File: src/rtl/wave_gen_pkg.sv
// Shared types and calibration constants for the multi-channel waveform generator.
package wave_gen_pkg;

  typedef enum logic [1:0] {
    MODE_TRI = 2'd0,
    MODE_SAW = 2'd1,
    MODE_SQR = 2'd2,
    MODE_DC  = 2'd3
  } wave_mode_e;

  localparam int unsigned CFG_W     = 16;
  localparam int unsigned S2_W      = 12;
  localparam int          S2_MAX    = 2047;
  localparam int          S2_MIN    = -2048;
  localparam int          CAL_MID   = 2048;
  localparam int unsigned CAL_SHIFT = 11;

  localparam int CAL_SLOPE [2] = '{1961, 1947};
  localparam int CAL_ICPT  [2] = '{24, 33};

  // Per-channel configuration presented to one channel instance.
  typedef struct packed {
    wave_mode_e               mode;
    logic signed [CFG_W-1:0]  step_val;
    logic        [CFG_W-1:0]  half_count;
    logic signed [CFG_W-1:0]  dc_ofs;
  } ch_cfg_t;

  // Channels beyond the calibrated pair reuse the table alternately.
  function automatic int cal_slope(input int ch);
    return CAL_SLOPE[ch[0]];
  endfunction

  function automatic int cal_icpt(input int ch);
    return CAL_ICPT[ch[0]];
  endfunction

endpackage

File: src/rtl/wave_gen_channel.sv
// One waveform channel: S1 waveform accumulator, S2 offset/scale/saturate,
// S3 linear calibration into an unsigned DAC code.
module wave_gen_channel
  import wave_gen_pkg::*;
#(
  parameter int unsigned ACC_W = 19,
  parameter int unsigned DAC_W = 12,
  parameter int          SLOPE = 1961,
  parameter int          ICPT  = 24
) (
  input  logic             clk,
  input  logic             reset,
  input  logic             strobe,
  input  logic             enable,
  input  ch_cfg_t          cfg,
  output logic [DAC_W-1:0] dac_word,
  output logic             sample_valid
);

  localparam int DAC_MAX = (1 << DAC_W) - 1;

  logic signed [ACC_W-1:0] acc, acc_base, acc_nxt, step_ext;
  logic        [CFG_W-1:0] cnt, cnt_base, cnt_nxt;
  logic                    dir, dir_base, dir_nxt;
  logic                    wrap;
  wave_mode_e              mode_q;
  logic signed [CFG_W-1:0] dc_q;
  logic                    v1, v2;
  logic                    accept;

  logic signed [ACC_W:0]   sum, shr;
  logic signed [S2_W-1:0]  s2_nxt, s2_q;
  logic signed [31:0]      prod, cal;
  logic        [DAC_W-1:0] dac_nxt;

  assign accept = strobe & enable;

  // S1: a mode change restarts the waveform from a clean state.
  always_comb begin
    acc_base = (cfg.mode != mode_q) ? '0 : acc;
    cnt_base = (cfg.mode != mode_q) ? '0 : cnt;
    dir_base = (cfg.mode != mode_q) ? 1'b0 : dir;
    step_ext = ACC_W'(cfg.step_val);
    wrap     = (cnt_base == cfg.half_count);
    acc_nxt  = acc_base;
    cnt_nxt  = wrap ? '0 : cnt_base + 16'd1;
    dir_nxt  = wrap ? ~dir_base : dir_base;
    unique case (cfg.mode)
      MODE_TRI: acc_nxt = dir_base ? acc_base + step_ext : acc_base - step_ext;
      MODE_SAW: begin
        acc_nxt = wrap ? -acc_base : acc_base + step_ext;
        dir_nxt = dir_base;
      end
      MODE_SQR: acc_nxt = dir_base ? step_ext : -step_ext;
      MODE_DC: begin
        acc_nxt = '0;
        cnt_nxt = cnt_base;
        dir_nxt = dir_base;
      end
    endcase
  end

  // S2: offset at one extra bit of headroom, divide by 8, saturate.
  always_comb begin
    sum    = (ACC_W+1)'(acc) + (ACC_W+1)'(dc_q);
    shr    = sum >>> 3;
    s2_nxt = S2_W'(shr);
    if (shr > (ACC_W+1)'(S2_MAX)) begin
      s2_nxt = S2_W'(S2_MAX);
    end else if (shr < (ACC_W+1)'(S2_MIN)) begin
      s2_nxt = S2_W'(S2_MIN);
    end
  end

  // S3: gain/intercept correction around midscale, clamped to the DAC range.
  always_comb begin
    prod    = 32'(s2_q) * 32'(SLOPE);
    cal     = (prod >>> CAL_SHIFT) + 32'(ICPT) + 32'(CAL_MID);
    dac_nxt = DAC_W'(cal);
    if (cal < 0) begin
      dac_nxt = '0;
    end else if (cal > 32'(DAC_MAX)) begin
      dac_nxt = DAC_W'(DAC_MAX);
    end
  end

  always_ff @(posedge clk) begin
    if (reset) begin
      acc          <= '0;
      cnt          <= '0;
      dir          <= 1'b0;
      mode_q       <= MODE_TRI;
      dc_q         <= '0;
      v1           <= 1'b0;
      v2           <= 1'b0;
      s2_q         <= '0;
      dac_word     <= DAC_W'(CAL_MID);
      sample_valid <= 1'b0;
    end else begin
      // Dropping enable discards samples still in flight.
      v1           <= accept;
      v2           <= v1 & enable;
      sample_valid <= v2 & enable;
      if (accept) begin
        acc    <= acc_nxt;
        cnt    <= cnt_nxt;
        dir    <= dir_nxt;
        mode_q <= cfg.mode;
        dc_q   <= cfg.dc_ofs;
      end
      if (v1 & enable) begin
        s2_q <= s2_nxt;
      end
      if (v2 & enable) begin
        dac_word <= dac_nxt;
      end
    end
  end

endmodule

File: src/rtl/wave_gen_multi.sv
// Multi-channel waveform generator: NUM_CH independent channels sharing one
// sample strobe.
module wave_gen_multi
  import wave_gen_pkg::*;
#(
  parameter int unsigned NUM_CH = 2,
  parameter int unsigned ACC_W  = 19,
  parameter int unsigned DAC_W  = 12
) (
  input  logic                              clk,
  input  logic                              reset,
  input  logic                              clk_sampling,
  input  logic [NUM_CH-1:0]                 enable,
  input  logic [NUM_CH-1:0][1:0]            mode,
  input  logic [NUM_CH-1:0][CFG_W-1:0]      step_val,
  input  logic [NUM_CH-1:0][CFG_W-1:0]      half_count,
  input  logic [NUM_CH-1:0][CFG_W-1:0]      dc_ofs,
  output logic [NUM_CH-1:0][DAC_W-1:0]      dac_word,
  output logic [NUM_CH-1:0]                 sample_valid
);

  for (genvar ch = 0; ch < NUM_CH; ch++) begin : g_ch
    ch_cfg_t cfg;

    assign cfg = '{mode:       wave_mode_e'(mode[ch]),
                   step_val:   step_val[ch],
                   half_count: half_count[ch],
                   dc_ofs:     dc_ofs[ch]};

    wave_gen_channel #(
      .ACC_W (ACC_W),
      .DAC_W (DAC_W),
      .SLOPE (cal_slope(ch)),
      .ICPT  (cal_icpt(ch))
    ) u_ch (
      .clk          (clk),
      .reset        (reset),
      .strobe       (clk_sampling),
      .enable       (enable[ch]),
      .cfg          (cfg),
      .dac_word     (dac_word[ch]),
      .sample_valid (sample_valid[ch])
    );
  end

endmodule
File: config.mk
export PLATFORM = sky130hd
export DESIGN_NAME = wave_gen_multi
export DESIGN_NICKNAME = d
export VERILOG_FILES = /design/src/rtl/wave_gen_pkg.sv /design/src/rtl/wave_gen_channel.sv /design/src/rtl/wave_gen_multi.sv
export SDC_FILE = /design/constraint.sdc
export NUM_CORES = 1
export LEC_CHECK = 0
export BUFFER_PORTS_ARGS = -buffer_cell sky130_fd_sc_hd__buf_2
export CORE_MARGIN = 8
export CORE_UTILIZATION = 45
export DETAILED_ROUTE_END_ITERATION = 10
export SYNTH_ARGS = -nofsm -noshare
export SYNTH_HDL_FRONTEND = slang
export SYNTH_SLANG_ARGS = --single-unit
File: constraint.sdc
create_clock -name clk -period 18.3 [get_ports clk]
set_input_delay 2.745 -clock clk [delete_from_list [all_inputs] [get_ports clk]]
set_output_delay 2.745 -clock clk [all_outputs]
set_load 0.05 [all_outputs]
==> impl_results.md <==
- Outcome: completed
- Worst EP arrival: 8370 ps
- Crit Path Max Fanout: 12
- Post-CTS setup buffer count: 0
- Post-DRT Antenna Nets: 0
- Dpl hpwl: 46.7 mm
- P_leak: 10.9 nW
- Cell variety after synth: 87
- Combinational power share: 0.352
- Synthesis-to-layout area growth: 7.78%
- Starting DRC count in detailed routing: between 1000 and 1500
- Largest net degree at the start of global routing: 62
- Startpoint types: flip-flop
- Slowest cell on the critical path: nor3_1
- Vias in the first global route: about 20000
- Clock Tree Buf Depth: 2
- H-tree Lvls: 4
- Average routed wire per standard cell: 17.4 µm
- Std cell rows: 79
- Clock power share: 0.323
- Worst skew pair latency: between 400 and 500 ps
- Placer Congestion: 0.924
- Fin crit period: 8000 ps
- Sw Share: 0.371
- Die ar.: 54500 µm²
- RSZ-0062 raised after global routing: no
- Synthesized cell area: 21300 µm²
- Num ports: 131
- Clock Skew: 11.4 ps
- Initial antenna violation count: 3
- Reg2reg setup slack: 10300 ps
- Pwr dens: between 50 and 60 nW/µm²
- Final Hold Fails: 0
- DRT Wirelength: 59.5 mm
- Die height: 233 µm
- Layout cells sized above 1: 0.0791
- CTS tree: yes
- CTS root buf: clkbuf_16
- Synthesis-stage register bit count: roughly 160
- Effective utilization at floorplan: 0.457
- Clock Sinks: roughly 160
- Max Cap Violations: 0
- GRT Util Overall: 0.219
- FFs w/ async S/R, synth: 0
- Residual DRC: 0
- Worst-margin pin slew: 1160 ps
- Crit path max-delay family: adder cells
- Core footprint: 46600 µm²
- Peak supply drop: 0.0567 mV
- Critical Path Sink Type: flip-flop
- Req. time, crit path: about 19000 ps
- Syn Area/Cell: 7.68 µm²
- Worst min path class: reg -> reg
- Post-CTS Resized: 0
- WP buf/inv: 6
- EDFF count, synth: 0
- Fmax achieved: 0.125 GHz
- Part of the power in registers: 0.325
- Power Internal: 0.000741 W
- Final setup viols: 0
- Die span in x: 233 µm
- Hold Buf Count CTS: 0
- Footprint of the multi-input gates: 16300 µm²
- I/O Buffers: 130
- Vias/cell: ~5.7
- Synthesized netlist cell count: 2768
- Setup TNS: 0 ps
- Total CTS buffers: 17
- Number of synthesis warnings: 0
- GR Overflow Total: 0
- Main synth FF type: dfxtp_1
- Slew HR: 0.219
- Via count: 19594
- Setup CP Type: reg -> reg
- Total Power: 0.00118 W
- Clk slew on worst S/H paths: approximately 70 ps
- Max incr delay on CP: 890 ps
- Final period utilization: 0.437
- Sequential-to-total area share from yosys stat: 0.153
- Syn_nets: around 3300
- Nets: 3292
- Number of fill cells: around 4700
- Final Max Tran Viols: 0
- Reg area: 3240 µm²
- First-pass GRT wire length: 98.2 mm
- Sw Pwr: 0.000438 W
- Detailed Routing Iterations Pass 1: 6
flip-flops by register name, summed over array words and instances, names as in the netlist:
name,count
g_ch.u_ch.acc,38
g_ch.u_ch.cnt,32
g_ch.u_ch.dc_q,32
g_ch.u_ch.dac_word,24
g_ch.u_ch.s2_q,24
g_ch.u_ch.mode_q,4
g_ch.u_ch.dir,2
g_ch.u_ch.sample_valid,2
g_ch.u_ch.v1,2
g_ch.u_ch.v2,2
routing by layer:
layer / up-vias / GRT usage / routed length [µm]
met5: - / 0 / 0
met4: 0 / 0.0729 / 1490
met3: 91 / 0.0302 / 2980
met2: 466 / 0.375 / 28700
met1: 9344 / 0.280 / 26400
li1: 9693 / - / -
final timing paths:
check                  startpoint                         to  cells after the start
min reg2reg  g_ch[1].u_ch.dc_q[0]       g_ch[1].u_ch.dc_q[0]                      2
max reg2reg  g_ch[0].u_ch.s2_q[0]  g_ch[0].u_ch.dac_word[11]                     30
max          g_ch[0].u_ch.s2_q[0]  g_ch[0].u_ch.dac_word[11]                     30
min          g_ch[1].u_ch.dc_q[0]       g_ch[1].u_ch.dc_q[0]                      2
worst min-delay path: cells and delay by family, from the launching register on:
family | cells | cell delay [ps]
DFF | 1 | 310
and+or+nand+nor | 1 | 50
AOI/OAI and AO/OA | 1 | 50
metrics by stage:
| step | worst slack, ps | util | hold slack (ps) | cells | area (µm²) |
|---|---|---|---|---|---|
| floorplan | 11460 | - | 437 | 2768 | 21300 |
| global placement | 10420 | 0.479 | 436 | 3393 | 22300 |
| detailed placement | 10260 | 0.479 | 453 | 3393 | 22300 |
| CTS | 10240 | 0.492 | 463 | 3425 | 22900 |
| global route | 9620 | 0.492 | 487 | 3426 | 22900 |
| finish | 10300 | 0.492 | 461 | 3426 | 22900 |
logic make-up (layout without fill, tap and decap cells):
kind of cell / Yosys count / in the layout / synth area share
simple gates: 776 / 776 / 0.174
compound gates: 769 / 769 / 0.230
buf+inv: 446 / 496 / 0.0800
fa+ha+maj: 382 / 382 / 0.265
xor+xnor: 214 / 214 / 0.0885
flops: 162 / 162 / 0.153
mux: 19 / 19 / 0.00912
other cells: 0 / 1 / 0
final cells by class:
cell class | instances | area share
Multi-Input combinational cell | 2160 | 0.713
Sequential cell | 162 | 0.142
Inverter | 314 | 0.0514
Timing Repair Buffer | 150 | 0.0350
Tap cell | 607 | 0.0331
Clock buffer | 22 | 0.0207
Clock inverter | 10 | 0.00546
Antenna cell | 1 | 0.000109
Yosys cell counts, types with 10 or more instances:
cell	n	area, µm²
and2_1	21	131
or2_2	10	62.6
a32oi_1	12	105
o21ai_0	169	846
o221ai_1	12	105
xor2_1	56	490
nor3_1	40	200
a22oi_1	13	97.6
nor4bb_1	15	150
or3_1	13	81.3
ha_1	267	3340
o211ai_1	26	195
nand3_1	52	260
a211oi_1	38	285
a21oi_1	253	1270
xnor2_1	157	1380
and3_1	45	282
o31ai_1	14	105
nor4_1	11	68.8
nand4_1	25	156
nor2b_1	17	106
inv_1	314	1180
o32ai_1	16	140
o22ai_1	13	81.3
buf_2	16	80.1
dfxtp_1	162	3240
o21bai_1	13	97.6
nor2_1	214	803
a31oi_1	39	244
nand2_1	253	950
a21o_1	46	345
clkbuf_1	108	405
nand2b_1	24	150
fa_1	115	2300
o21a_1	14	105
mux2i_1	16	160
placed cells by master, fill, tap and decap left out, drive strengths merged, types with 41 or more instances in the layout:
cell type    n
nand2      253
dfxtp      162
a21oi      254
xor2        56
fa         115
inv        316
nor2       215
xnor2      158
nor3        41
nand3       52
a21o        46
and3        46
ha         267
buf        150
o21ai      172
power groups by stage:
| stage | clock network, W | logic (W) | registers (W) |
|---|---|---|---|
| global route | 0.000404 | 0.000472 | 0.000384 |
| CTS | 0.000391 | 0.000417 | 0.000382 |
| finish | 0.000381 | 0.000415 | 0.000382 |
| detailed placement | 0 | 0.000415 | 0.000390 |
| floorplan | 0 | 0.000314 | 0.000385 |
| global placement | 0 | 0.000408 | 0.000390 |
Power figures use the tool's default switching activity.
